## src/rtl/fixedpoint_divider.sv

```systemverilog
// rtl/fixedpoint_divider.sv - iterative sign-magnitude Q7.8 fixed-point divider
//
// Result = A / B, restoring division with one quotient bit per clock behind a
// start/done handshake. Flags use the NZVC layout of the datapath ALU.
//
// Ports:
//   clk        clock, rising edge
//   rst        synchronous reset, active-high
//   start      operation request, sampled only while ready=1
//   A, B       dividend / divisor, sign-magnitude
//   ready      high while idle
//   busy       high while calculating or completing (= !ready)
//   done       one-cycle completion pulse; Result/NZVCFlags valid from this cycle
//   Result     quotient, sign-magnitude, held until the next completion
//   NZVCFlags  [3]N [2]Z [1]V saturated [0]C divide-by-zero, held with Result

module fixedpoint_divider #(
  parameter int WIDTH = 16,
  parameter int FRAC  = 8
) (
  input  logic             clk,
  input  logic             rst,
  input  logic             start,
  input  logic [WIDTH-1:0] A,
  input  logic [WIDTH-1:0] B,
  output logic             ready,
  output logic             busy,
  output logic             done,
  output logic [WIDTH-1:0] Result,
  output logic [3:0]       NZVCFlags
);

  localparam int MAG  = WIDTH - 1;
  localparam int ITER = MAG + FRAC;
  localparam int CW   = $clog2(ITER);

  typedef enum logic [1:0] {
    S_IDLE,
    S_CALC,
    S_DONE
  } state_t;

  state_t state, state_next;

  logic [ITER-1:0] dividend;
  logic [ITER-1:0] quot;
  logic [MAG-1:0]  divisor;
  logic [MAG-1:0]  rem;
  logic [CW-1:0]   cnt;
  logic            sign;

  // Operand decode for the accepting edge
  logic b_zero;
  logic in_sign;
  assign b_zero  = (B[MAG-1:0] == '0);
  assign in_sign = A[MAG] ^ B[MAG];

  // One restoring step. rem is always below divisor, so the shifted partial
  // remainder fits in MAG+1 bits and the restored remainder back in MAG bits.
  logic [MAG:0]    rem_shift;
  logic [MAG:0]    diff;
  logic            rem_ge;
  logic [MAG-1:0]  rem_next;
  logic [ITER-1:0] quot_next;

  assign rem_shift = {rem, dividend[ITER-1]};
  assign diff      = rem_shift - {1'b0, divisor};
  assign rem_ge    = (rem_shift >= {1'b0, divisor});
  assign rem_next  = rem_ge ? diff[MAG-1:0] : rem_shift[MAG-1:0];
  assign quot_next = {quot[ITER-2:0], rem_ge};

  // Final formatting of the completed quotient: saturate when any bit above
  // the magnitude field is set, and never produce a negative zero.
  logic           ovf;
  logic [MAG-1:0] q_mag;
  logic           q_zero;
  logic           q_sign;

  assign ovf    = |quot_next[ITER-1:MAG];
  assign q_mag  = ovf ? {MAG{1'b1}} : quot_next[MAG-1:0];
  assign q_zero = (q_mag == '0);
  assign q_sign = sign & ~q_zero;

  // Bits that shift out of the datapath and are intentionally dropped
  logic unused_bits;
  assign unused_bits = diff[MAG] ^ quot[ITER-1];

  always_comb begin
    state_next = state;
    case (state)
      S_IDLE: if (start) state_next = b_zero ? S_DONE : S_CALC;
      S_CALC: if (cnt == '0) state_next = S_DONE;
      S_DONE: state_next = S_IDLE;
      default: state_next = S_IDLE;
    endcase
  end

  assign ready = (state == S_IDLE);
  assign busy  = ~ready;
  assign done  = (state == S_DONE);

  always_ff @(posedge clk) begin
    if (rst) begin
      state     <= S_IDLE;
      dividend  <= '0;
      quot      <= '0;
      divisor   <= '0;
      rem       <= '0;
      cnt       <= '0;
      sign      <= 1'b0;
      Result    <= '0;
      NZVCFlags <= '0;
    end else begin
      state <= state_next;
      case (state)
        S_IDLE: begin
          if (start) begin
            dividend <= {A[MAG-1:0], {FRAC{1'b0}}};
            divisor  <= B[MAG-1:0];
            sign     <= in_sign;
            rem      <= '0;
            quot     <= '0;
            cnt      <= CW'(ITER - 1);
            if (b_zero) begin
              Result    <= {in_sign, {MAG{1'b1}}};
              NZVCFlags <= {in_sign, 1'b0, 1'b0, 1'b1};
            end
          end
        end
        S_CALC: begin
          dividend <= {dividend[ITER-2:0], 1'b0};
          rem      <= rem_next;
          quot     <= quot_next;
          cnt      <= cnt - 1'b1;
          if (cnt == '0) begin
            Result    <= {q_sign, q_mag};
            NZVCFlags <= {q_sign, q_zero, ovf, 1'b0};
          end
        end
        default: ;
      endcase
    end
  end

endmodule

```

## config.mk

```make
export PLATFORM = sky130hd
export DESIGN_NAME = fixedpoint_divider
export DESIGN_NICKNAME = d
export VERILOG_FILES = /design/src/rtl/fixedpoint_divider.sv
export SDC_FILE = /design/constraint.sdc
export NUM_CORES = 1
export LEC_CHECK = 0
export CORE_MARGIN = 5
export CORE_UTILIZATION = 40
export DETAILED_ROUTE_END_ITERATION = 8
export HOLD_SLACK_MARGIN = 0.15
export PLACE_DENSITY = 0.71
export SLEW_MARGIN = 15
export SYNTH_ARGS = -nofsm -noshare
export SYNTH_HDL_FRONTEND = slang
export SYNTH_SLANG_ARGS = --single-unit
export TNS_END_PERCENT = 50
```

## constraint.sdc

```tcl
create_clock -name clk -period 4 [get_ports clk]
set_input_delay 0.4 -clock clk [delete_from_list [all_inputs] [get_ports clk]]
set_output_delay 0.4 -clock clk [all_outputs]
set_load 0.01 [all_outputs]
```

==> impl_metrics.yaml, run 1 <==
route:
  vias: 4105
  routedWlPerCell_um: 14.37
  wirelength_um: 10940
  vias_per_cell: 5.394
  drc: 0
  antenna_left: 0
  drtIter0Drc: 175
  drtPass1Iterations: 5
layout:
  synthToLayoutAreaGrowth_pct: 21.07
  fin_util_pct: 49.09
  nets: 666
  final_layout_size_suffix_gt1_share_pct: 6.149
  diodes: 0
synth:
  synth_cells: 569
  synth-seq-cells: 94
  ys_seq_area_share_pct: 40.99
  synth.largest_area_cell: "dfxtp_1"
  synth_top_area_share_pct: 40.99
  syn_avg_cell_area_sq_um: 8.068
  synth.area.top_cells: "dfxtp_1 41%, nor2_1 10%, ha_1 4.6%"
  synth_edf_count: 0
  async_reset_ff_share_pct: 0
  synth_nets: 622
  yosysWarnings: 0
  syn-cell-area_sq_um: 4591
  synth_ff_type: "dfxtp_1"
  yosysUniqueCellTypes: 57
place:
  hpwl_um: 7799
  dp_slack_ns: 1.205
  gp_congestion: 0.8683
  port_buffers: 57
timing:
  final.min_clock_period_ns: 2.575
  timing.final.ws_setup_ns: 1.425
  fin_crit_sh_pct: 64.37
  maxSlewViolCount: 0
  setup_tns_ns: 0
  worst_clock_skew_ns: 0.008670
  tightest_slew_ns: 0.8247
  fin_hold_ws_ns: 0.4578
  timing.final.hold_violations: 0
  max_freq_mhz: 388.4
  max_slew_margin_pct: 45.02
  setup_viol: 0
  rsz0062_at_grt: "false"
floorplanning:
  coreArea_sq_um: 11320
  io_pins: 58
  die_w_um: 117.1
  start_util_pct: 40.55
  rows: 39
  die_h_um: 117.1
  die-area_sq_um: 13720
critical_path:
  regToRegStartpoint: "dividend[22]$_SDFFE_PP0P_"
  r2r_cells: 10
  cp.arrival_ns: 2.82
  reg2reg_to: "rem[14]$_SDFFE_PP0P_"
  cp-end-kind: "register"
  critPathLaunchType: "register"
  criticalPathCategory: "reg -> reg"
  rrSetupSlack_ns: 1.43
  required_ns: 4.24
  critPathMaxFanout: 13
worst_hold_path:
  whs_endpoint: "divisor[6]$_SDFFE_PP0P_"
  hold_path.startpoint: "divisor[6]$_SDFFE_PP0P_"
  holdCritPathClass: "reg -> reg"
  min_path_cells: 2
clock_tree:
  clock-sinks: 94
  cts-resized-gates: 0
  cts_tree: "done"
  clk-insertion-delay-late_ns: 0.35
  ctsHoldBuffers: 0
  cts_max_level: 3
  clkTransAtPathRegs_ns: 0.07
  clockBufferDepth: 2
  post_cts_buffers: 0
  cts_root_buf: "clkbuf_16"
  cts_buffers: 9
global_route:
  grt_use_total_pct: 16.77
  grt_pass1_wl_um: 18510
  grt_overflow_total: 0
  grt_pass1_vias: 3994
  antenna_found_initial: 0
  grt_max_degree: 45
pwr:
  peakVddDrop_v: 0.0003031
  power_density_nw_per_um2: 589.7
  power_leakage_nw: 2.172
  p_total_mw: 3.277
run_status:
  status: "finished, final reports clean"
flow_run:
  max_cap_viol_count: 0
cell usage after synthesis (all sizes together) (2+ instances only):
cell     number
o22a          2
or2           3
nand2        54
mux2i         8
nand2b        6
nor2        125
nand4         4
xor2          3
nor4          9
o21ai        21
clkbuf       21
buf          11
a211oi       11
a2bb2oi      13
a31oi         2
a32oi         5
xnor2        12
dfxtp        94
nor2b         3
nand3         9
o21a          3
a21oi        39
a22oi        23
a22o          2
o211ai        2
ha           17
nor3         29
a21o          2
inv          21
sequential cells by signal (all words and copies together) (netlist names):
signal     flops
dividend      15
quot          22
sign           1
NZVCFlags      3
state          2
rem           15
cnt            5
Result        16
divisor       15
cell families after synthesis:
logic type / synth area share [%]
mux: 1.744
flops: 40.99
fa+ha+maj: 5.069
buf+inv: 5.042
simple gates: 23.58
compound gates: 20.71
xor+xnor: 2.862
worst max-delay path by stage:
stage | cells after the start | to | slack (ns) | from
floorplan | 11 | rem[12]$_SDFFE_PP0P_ | 1.75 | dividend[22]$_SDFFE_PP0P_
global placement | 7 | Result[15]$_SDFFE_PP0P_ | 1.22 | B[7]
detailed placement | 7 | Result[15]$_SDFFE_PP0P_ | 1.20 | B[7]
CTS | 10 | rem[14]$_SDFFE_PP0P_ | 1.42 | dividend[22]$_SDFFE_PP0P_
global route | 10 | rem[3]$_SDFFE_PP0P_ | 1.28 | dividend[22]$_SDFFE_PP0P_
finish | 10 | rem[14]$_SDFFE_PP0P_ | 1.43 | dividend[22]$_SDFFE_PP0P_
worst max-delay path: stages (launching register included):
cell and delay (ns):
dfxtp_1 0.33, inv_1 0.06, ha_1 0.23, fa_1 0.41, nand2b_1 0.20, a21oi_2 0.21
o211a_4 0.24, o221ai_4 0.15, nand2_4 0.25, nor2_1 0.08, a221o_1 0.30
per-layer routing:
layer | track usage, % | vias to the layer above | part of all wire, %
met2 | 27.57 | 87 | 49
met5 | 0 | - | 0
li1 | - | 2078 | -
met3 | 4.113 | 19 | 3.7
met4 | 4.969 | 0 | 1.9
met1 | 21.91 | 1921 | 46
per-stage QoR:
stage               area [sq um]  std cells
floorplan                   4591        569
global placement            5246        745
detailed placement          5246        745
CTS                         5558        761
global route                5558        761
finish                      5558        761
power by group:
| part | total, mW | internal (mW) | switching (mW) |
|---|---|---|---|
| registers | 1.09 | 1.03 | 0.0644 |
| logic | 1.29 | 0.548 | 0.738 |
| clock network | 0.900 | 0.500 | 0.400 |
| total | 3.28 | 2.07 | 1.20 |
cells in the final DEF, fill, tap and decap left out, drive strengths merged, types with 9 or more instances in the layout:
master	count
nor2	125
dfxtp	94
clkdlybuf4s50	56
nand2	54
a21oi	39
nor3	29
inv	26
a22oi	23
o21ai	21
ha	17
a2bb2oi	13
xnor2	12
a211oi	11
nor4	9
nand3	9
clkbuf	9
buf	9
cell type report:
cell class | count | area, sq um
sequential | 94 | 1882
multi-input combinational | 421 | 2477
tap | 143 | 178.9
inverter | 22 | 82.58
clock inverter | 7 | 86.33
clock buffer | 9 | 225.2
fill | 1122 | 5763
timing repair buffer | 65 | 625.6
Note: power is estimated with default switching activity, not from simulation.
==> run 2: changes to the inputs <==
--- a/config.mk
+++ b/config.mk
@@ -9,7 +9,7 @@
 export CORE_UTILIZATION = 40
 export DETAILED_ROUTE_END_ITERATION = 8
 export HOLD_SLACK_MARGIN = 0.15
-export PLACE_DENSITY = 0.71
+export PLACE_DENSITY = 0.73
 export SLEW_MARGIN = 15
 export SYNTH_ARGS = -nofsm -noshare
 export SYNTH_HDL_FRONTEND = slang
==> constraint.sdc (replaced) <==
create_clock -name clk -period 2.3 [get_ports clk]
set_input_delay 0.23 -clock clk [delete_from_list [all_inputs] [get_ports clk]]
set_output_delay 0.23 -clock clk [all_outputs]
set_load 0.01 [all_outputs]
==> run 2 against run 1 <==
Effect of this change:
- sequential cell count did not move
- count of clock-buffer cells in the layout rose by 1
- total power rose by 81%
- worst hold slack got worse by 0.11 ns
- sequential power up 74%
- critical path depth stayed put
- clock skew down 0.0012 ns
- maximum frequency grew 17%
- combinational power increased by 97%
- die area unchanged
- largest power group unchanged
- highest routed layer unchanged
- clock power increased by 64%
==> impl_metrics.yaml, run 2 (synthesized netlist as in run 1, its figures left out) <==
route:
  drtIter0Drc: 218
  routedWlPerCell_um: 14.69
  antenna_left: 0
  drc: 0
  wirelength_um: 11590
  vias_per_cell: 5.407
  drtPass1Iterations: 5
  vias: 4266
global_route:
  grt_max_degree: 43
  grt_overflow_total: 0
  grt_pass1_vias: 4118
  grt_pass1_wl_um: 18950
  grt_use_total_pct: 17.31
  antenna_found_initial: 0
layout:
  nets: 694
  diodes: 0
  final_common_cell: "nor2_1"
  synthToLayoutAreaGrowth_pct: 26.68
  instances_no_fill: 789
  reg_top3: "quot x22, Result x16"
  largest_reg_flops: 22
  fin_util_pct: 51.37
  final_cell_mix: "124 x nor2_1, 93 x dfxtp_1, 56 x clkdlybuf4s50_1"
  final_layout_size_suffix_gt1_share_pct: 11.61
  top_register: "quot"
timing:
  rsz0062_at_grt: "true"
  final.min_clock_period_ns: 2.195
  worst_clock_skew_ns: 0.007515
  setup_viol: 0
  setup_tns_ns: 0
  timing.final.ws_setup_ns: 0.1055
  max_slew_margin_pct: 27.54
  fin_crit_sh_pct: 95.41
  timing.final.hold_violations: 0
  tightest_slew_ns: 1.083
  max_freq_mhz: 455.7
  fin_hold_ws_ns: 0.3434
  maxSlewViolCount: 0
clock_tree:
  ctsHoldBuffers: 0
  clockBufferDepth: 2
  cts_max_level: 3
  cts_buffers: 9
  clkTransAtPathRegs_ns: 0.07
  clock-sinks: 94
  cts_root_buf: "clkbuf_16"
  cts_tree: "done"
  clk-insertion-delay-late_ns: 0.35
critical_path:
  criticalPathCategory: "reg -> reg"
  required_ns: 2.54
  cp.arrival_ns: 2.43
  critPathMaxFanout: 6
  critPathLaunchType: "register"
  cp-end-kind: "register"
place:
  gp_congestion: 0.8392
  hpwl_um: 8079
  place_inst: 769
  port_buffers: 57
  dp_slack_ns: -0.1061
worst_hold_path:
  holdCritPathClass: "in -> reg"
floorplanning:
  die-area_sq_um: 13720
  coreArea_sq_um: 11320
  io_pins: 58
  start_util_pct: 40.55
  die_w_um: 117.1
  die_h_um: 117.1
  rows: 39
pwr:
  peakVddDrop_v: 0.0004199
  power_leakage_nw: 2.299
  power_density_nw_per_um2: 1020
run_status:
  status: "finished, final reports clean"
flow_run:
  max_cap_viol_count: 0
## run 2: changes by cell type in the layout (fill, tap and decap cells not counted), sizes merged
cell,change
clkinv,+2
clkinvlp,+2
inv,-5
clkbuf,+1
buf,+27
nand2,+1
## run 2: power by group
group	internal, mW	switching (mW)	leakage, nW
clock network	0.839	0.645	0.134
registers	1.79	0.114	0.768
logic	1.16	1.39	1.40
## run 2: metrics by stage
stage / instance area, sq um / total power [mW]
2_1_floorplan: 4591 / 3.659
3_3_place_gp: 5439 / 4.252
3_5_place_dp: 5439 / 4.310
4_1_cts: 5766 / 5.876
5_1_grt: 5816 / 6.267
6_report: 5816 / 5.930
## run 2: repair_timing
item                                   CTS  global route
pin swaps                                3             8
setup endpoints to repair               14            18
buffers inserted                         2             1
resized for setup                        3             9
endpoints found under the hold margin    0             0
gates cloned                             1             0
## run 2: layer usage
metal	up-vias	track usage [%]	routed length [um]
li1	2133	-	-
met1	2008	21.15	5163
met2	99	29.16	5665
met3	26	4.062	481
met5	-	0	0
met4	0	7.492	283
## run 2: path summary, 6_finish.rpt
path                             start                       to  slack (ns)  depth (start not counted)
max          dividend[22]$_SDFFE_PP0P_     rem[14]$_SDFFE_PP0P_        0.11                         10
min                                rst     rem[11]$_SDFFE_PP0P_        0.34                          4
max reg2reg  dividend[22]$_SDFFE_PP0P_     rem[14]$_SDFFE_PP0P_        0.11                         10
min reg2reg    divisor[6]$_SDFFE_PP0P_  divisor[6]$_SDFFE_PP0P_        0.45                          2
## run 2: cell type report
type                    instances  area, sq um
multi-input cells             422         2539
well taps                     143        178.9
inverters                      22        82.58
flip-flops and latches         94         1883
clock buffers                  10        229.0
repair buffers                 92        840.8
clock inverters                 6        62.56
fillers                      1064         5505
## run 2: critical path, stage by stage, from the launching register on
cell and delay (ns):
dfxtp_2 0.33, inv_2 0.05, ha_4 0.15, fa_2 0.35, nand2b_4 0.16, a21oi_4 0.14
o211a_4 0.21, o221ai_4 0.14, nand2_4 0.18, nor2_1 0.07, a221o_1 0.30
==> run 3: changes to the inputs <==
--- a/config.mk
+++ b/config.mk
@@ -5,7 +5,8 @@
 export SDC_FILE = /design/constraint.sdc
 export NUM_CORES = 1
 export LEC_CHECK = 0
-export CORE_MARGIN = 5
+export CORE_ASPECT_RATIO = 1.2
+export CORE_MARGIN = 2
 export CORE_UTILIZATION = 40
 export DETAILED_ROUTE_END_ITERATION = 8
 export HOLD_SLACK_MARGIN = 0.15
==> run 3 against run 2 <==
Effect of this change:
- maximum frequency is 0.11% lower
- total power is 0.99% higher
- final area is 0.37% higher
- non-clock buffer count is 3 lower
- core utilization is 1.3 points higher
- via count is 0.87% higher
- die area is 10% lower
- count of clock-buffer cells in the layout is 1 lower
- setup slack worse by 0.0025 ns
- critical path type unchanged
- largest cell class unchanged
==> impl_metrics.yaml, run 3 (synthesized netlist as in run 1, its figures left out) <==
critical_path:
  critPathMaxFanout: 5
  cp-end-kind: "register"
  reg2reg_to: "rem[14]$_SDFFE_PP0P_"
  required_ns: 2.53
  criticalPathCategory: "reg -> reg"
  cpPeakStageDelay_ns: 0.34
  path_depth: 10
  cp_top_family: "compound AO/OA/AOI/OAI gates"
  critPathBufInv: 1
  r2r_cells: 10
  cp.arrival_ns: 2.43
  worstPathCellList: "inv_1 > ha_2 > fa_2 > nand2b_4 > a21oi_4 > o211a_4 > o221ai_4 > nand2_4 > nor2_1 > a221o_1"
  regToRegStartpoint: "dividend[22]$_SDFFE_PP0P_"
  cp_slowest_cell: "fa_2"
  critPathLaunchType: "register"
  rrSetupSlack_ns: 0.10
worst_hold_path:
  whs_endpoint: "divisor[7]$_SDFFE_PP0P_"
  min_path_cells: 2
  hold_path.startpoint: "rst"
  holdCritPathClass: "in -> reg"
global_route:
  grt_overflow_total: 0
  grt_pass1_vias: 4207
  grt_pass1_wl_um: 19250
  grt_max_degree: 64
  antenna_found_initial: 0
  grt_use_total_pct: 19.36
layout:
  diodes: 0
  reg_top3: "quot x22, Result x16"
  final_common_cell: "nor2_1"
  synthToLayoutAreaGrowth_pct: 27.15
  final_layout_size_suffix_gt1_share_pct: 11.68
  stdcell_area_sq_um: 5837
  nets: 691
  final_cell_mix: "124 x nor2_1, 92 x dfxtp_1, 56 x clkdlybuf4s50_1"
  largest_reg_flops: 22
  top_register: "quot"
  instances_no_fill: 796
route:
  wl_met1_um: 4860
  drtIter0Drc: 249
  highest-signal-layer: "met4"
  drc: 0
  dr_wl_met3_um: 516
  antenna_left: 0
  routedWlPerCell_um: 14.42
  drtPass1Iterations: 5
  vias: 4303
  wirelength_um: 11480
  vias_per_cell: 5.406
  wl_met2_um: 5819
floorplanning:
  io_pins: 58
  die_h_um: 121.4
  start_util_pct: 41.40
  die_w_um: 101.8
  rows: 42
  coreArea_sq_um: 11090
  die-area_sq_um: 12350
clock_tree:
  cts_buffers: 9
  clock-sinks: 94
  cts_tree: "done"
  clkTransAtPathRegs_ns: 0.07
  ctsHoldBuffers: 0
  cts_root_buf: "clkbuf_16"
  clockBufferDepth: 2
  clk-insertion-delay-late_ns: 0.34
  cts_max_level: 3
timing:
  worst_clock_skew_ns: 0.007617
  fin_crit_sh_pct: 95.52
  final.min_clock_period_ns: 2.197
  max_slew_margin_pct: 23.78
  setup_viol: 0
  tightest_slew_ns: 1.139
  max_freq_mhz: 455.2
  rsz0062_at_grt: "true"
  maxSlewViolCount: 0
  timing.final.hold_violations: 0
pwr:
  p_total_mw: 5.989
  peakVddDrop_v: 0.0005789
  power_density_nw_per_um2: 1026
  power_leakage_nw: 2.304
place:
  port_buffers: 57
  placed_area_sq_um: 5438
  hpwl_um: 8020
  place_inst: 778
  gp_congestion: 0.9499
run_status:
  status: "finished, final reports clean"
flow_run:
  max_cap_viol_count: 0
## run 3: layout make-up
type / instances / area [sq um]
fillers: 1019 / 5251
multi-input cells: 422 / 2547
flip-flops and latches: 94 / 1884
repair buffers: 89 / 818.3
clock buffers: 9 / 225.2
well taps: 154 / 192.7
clock inverters: 6 / 86.33
inverters: 22 / 82.58
## run 3: worst max-delay path by stage
| stage | start | to |
|---|---|---|
| global route | dividend[22]$_SDFFE_PP0P_ | rem[12]$_SDFFE_PP0P_ |
| finish | dividend[22]$_SDFFE_PP0P_ | rem[14]$_SDFFE_PP0P_ |
| floorplan | dividend[22]$_SDFFE_PP0P_ | rem[12]$_SDFFE_PP0P_ |
| global placement | dividend[22]$_SDFFE_PP0P_ | rem[14]$_SDFFE_PP0P_ |
| detailed placement | dividend[22]$_SDFFE_PP0P_ | rem[14]$_SDFFE_PP0P_ |
| CTS | dividend[22]$_SDFFE_PP0P_ | rem[14]$_SDFFE_PP0P_ |
## run 3: repair_timing
item,CTS,global route
setup endpoints to repair,16,18
pin swaps,2,5
resized for setup,3,12
buffers inserted,1,1
cloned,1,0
## run 3: power breakdown
| part | switching, mW | total [mW] | leakage [nW] | internal (mW) |
|---|---|---|---|---|
| Clock | 0.635 | 1.58 | 0.152 | 0.947 |
| Sequential | 0.118 | 1.91 | 0.768 | 1.79 |
| Combinational | 1.37 | 2.50 | 1.38 | 1.13 |
| Total | 2.13 | 5.99 | 2.30 | 3.86 |
## run 3: stage by stage
step	hold WS (ns)	TNS, ns	utilization (%)	setup slack, ns
3_5_place_dp	0.4465	-0.3825	49.04	-0.1056
4_1_cts	0.3002	0	52.13	0.03062
6_report	0.3055	0	52.64	0.1029
5_1_grt	0.3187	-0.09880	52.64	-0.02660
2_1_floorplan	0.3660	0	-	0.05301
3_3_place_gp	0.4459	-0.05243	49.04	-0.05243
## run 3: metal layers
layer / up-vias / GRT usage, %
met5: - / 0
met4: 0 / 7.348
met3: 24 / 3.399
met2: 116 / 33.92
met1: 2044 / 23.24
li1: 2119 / -
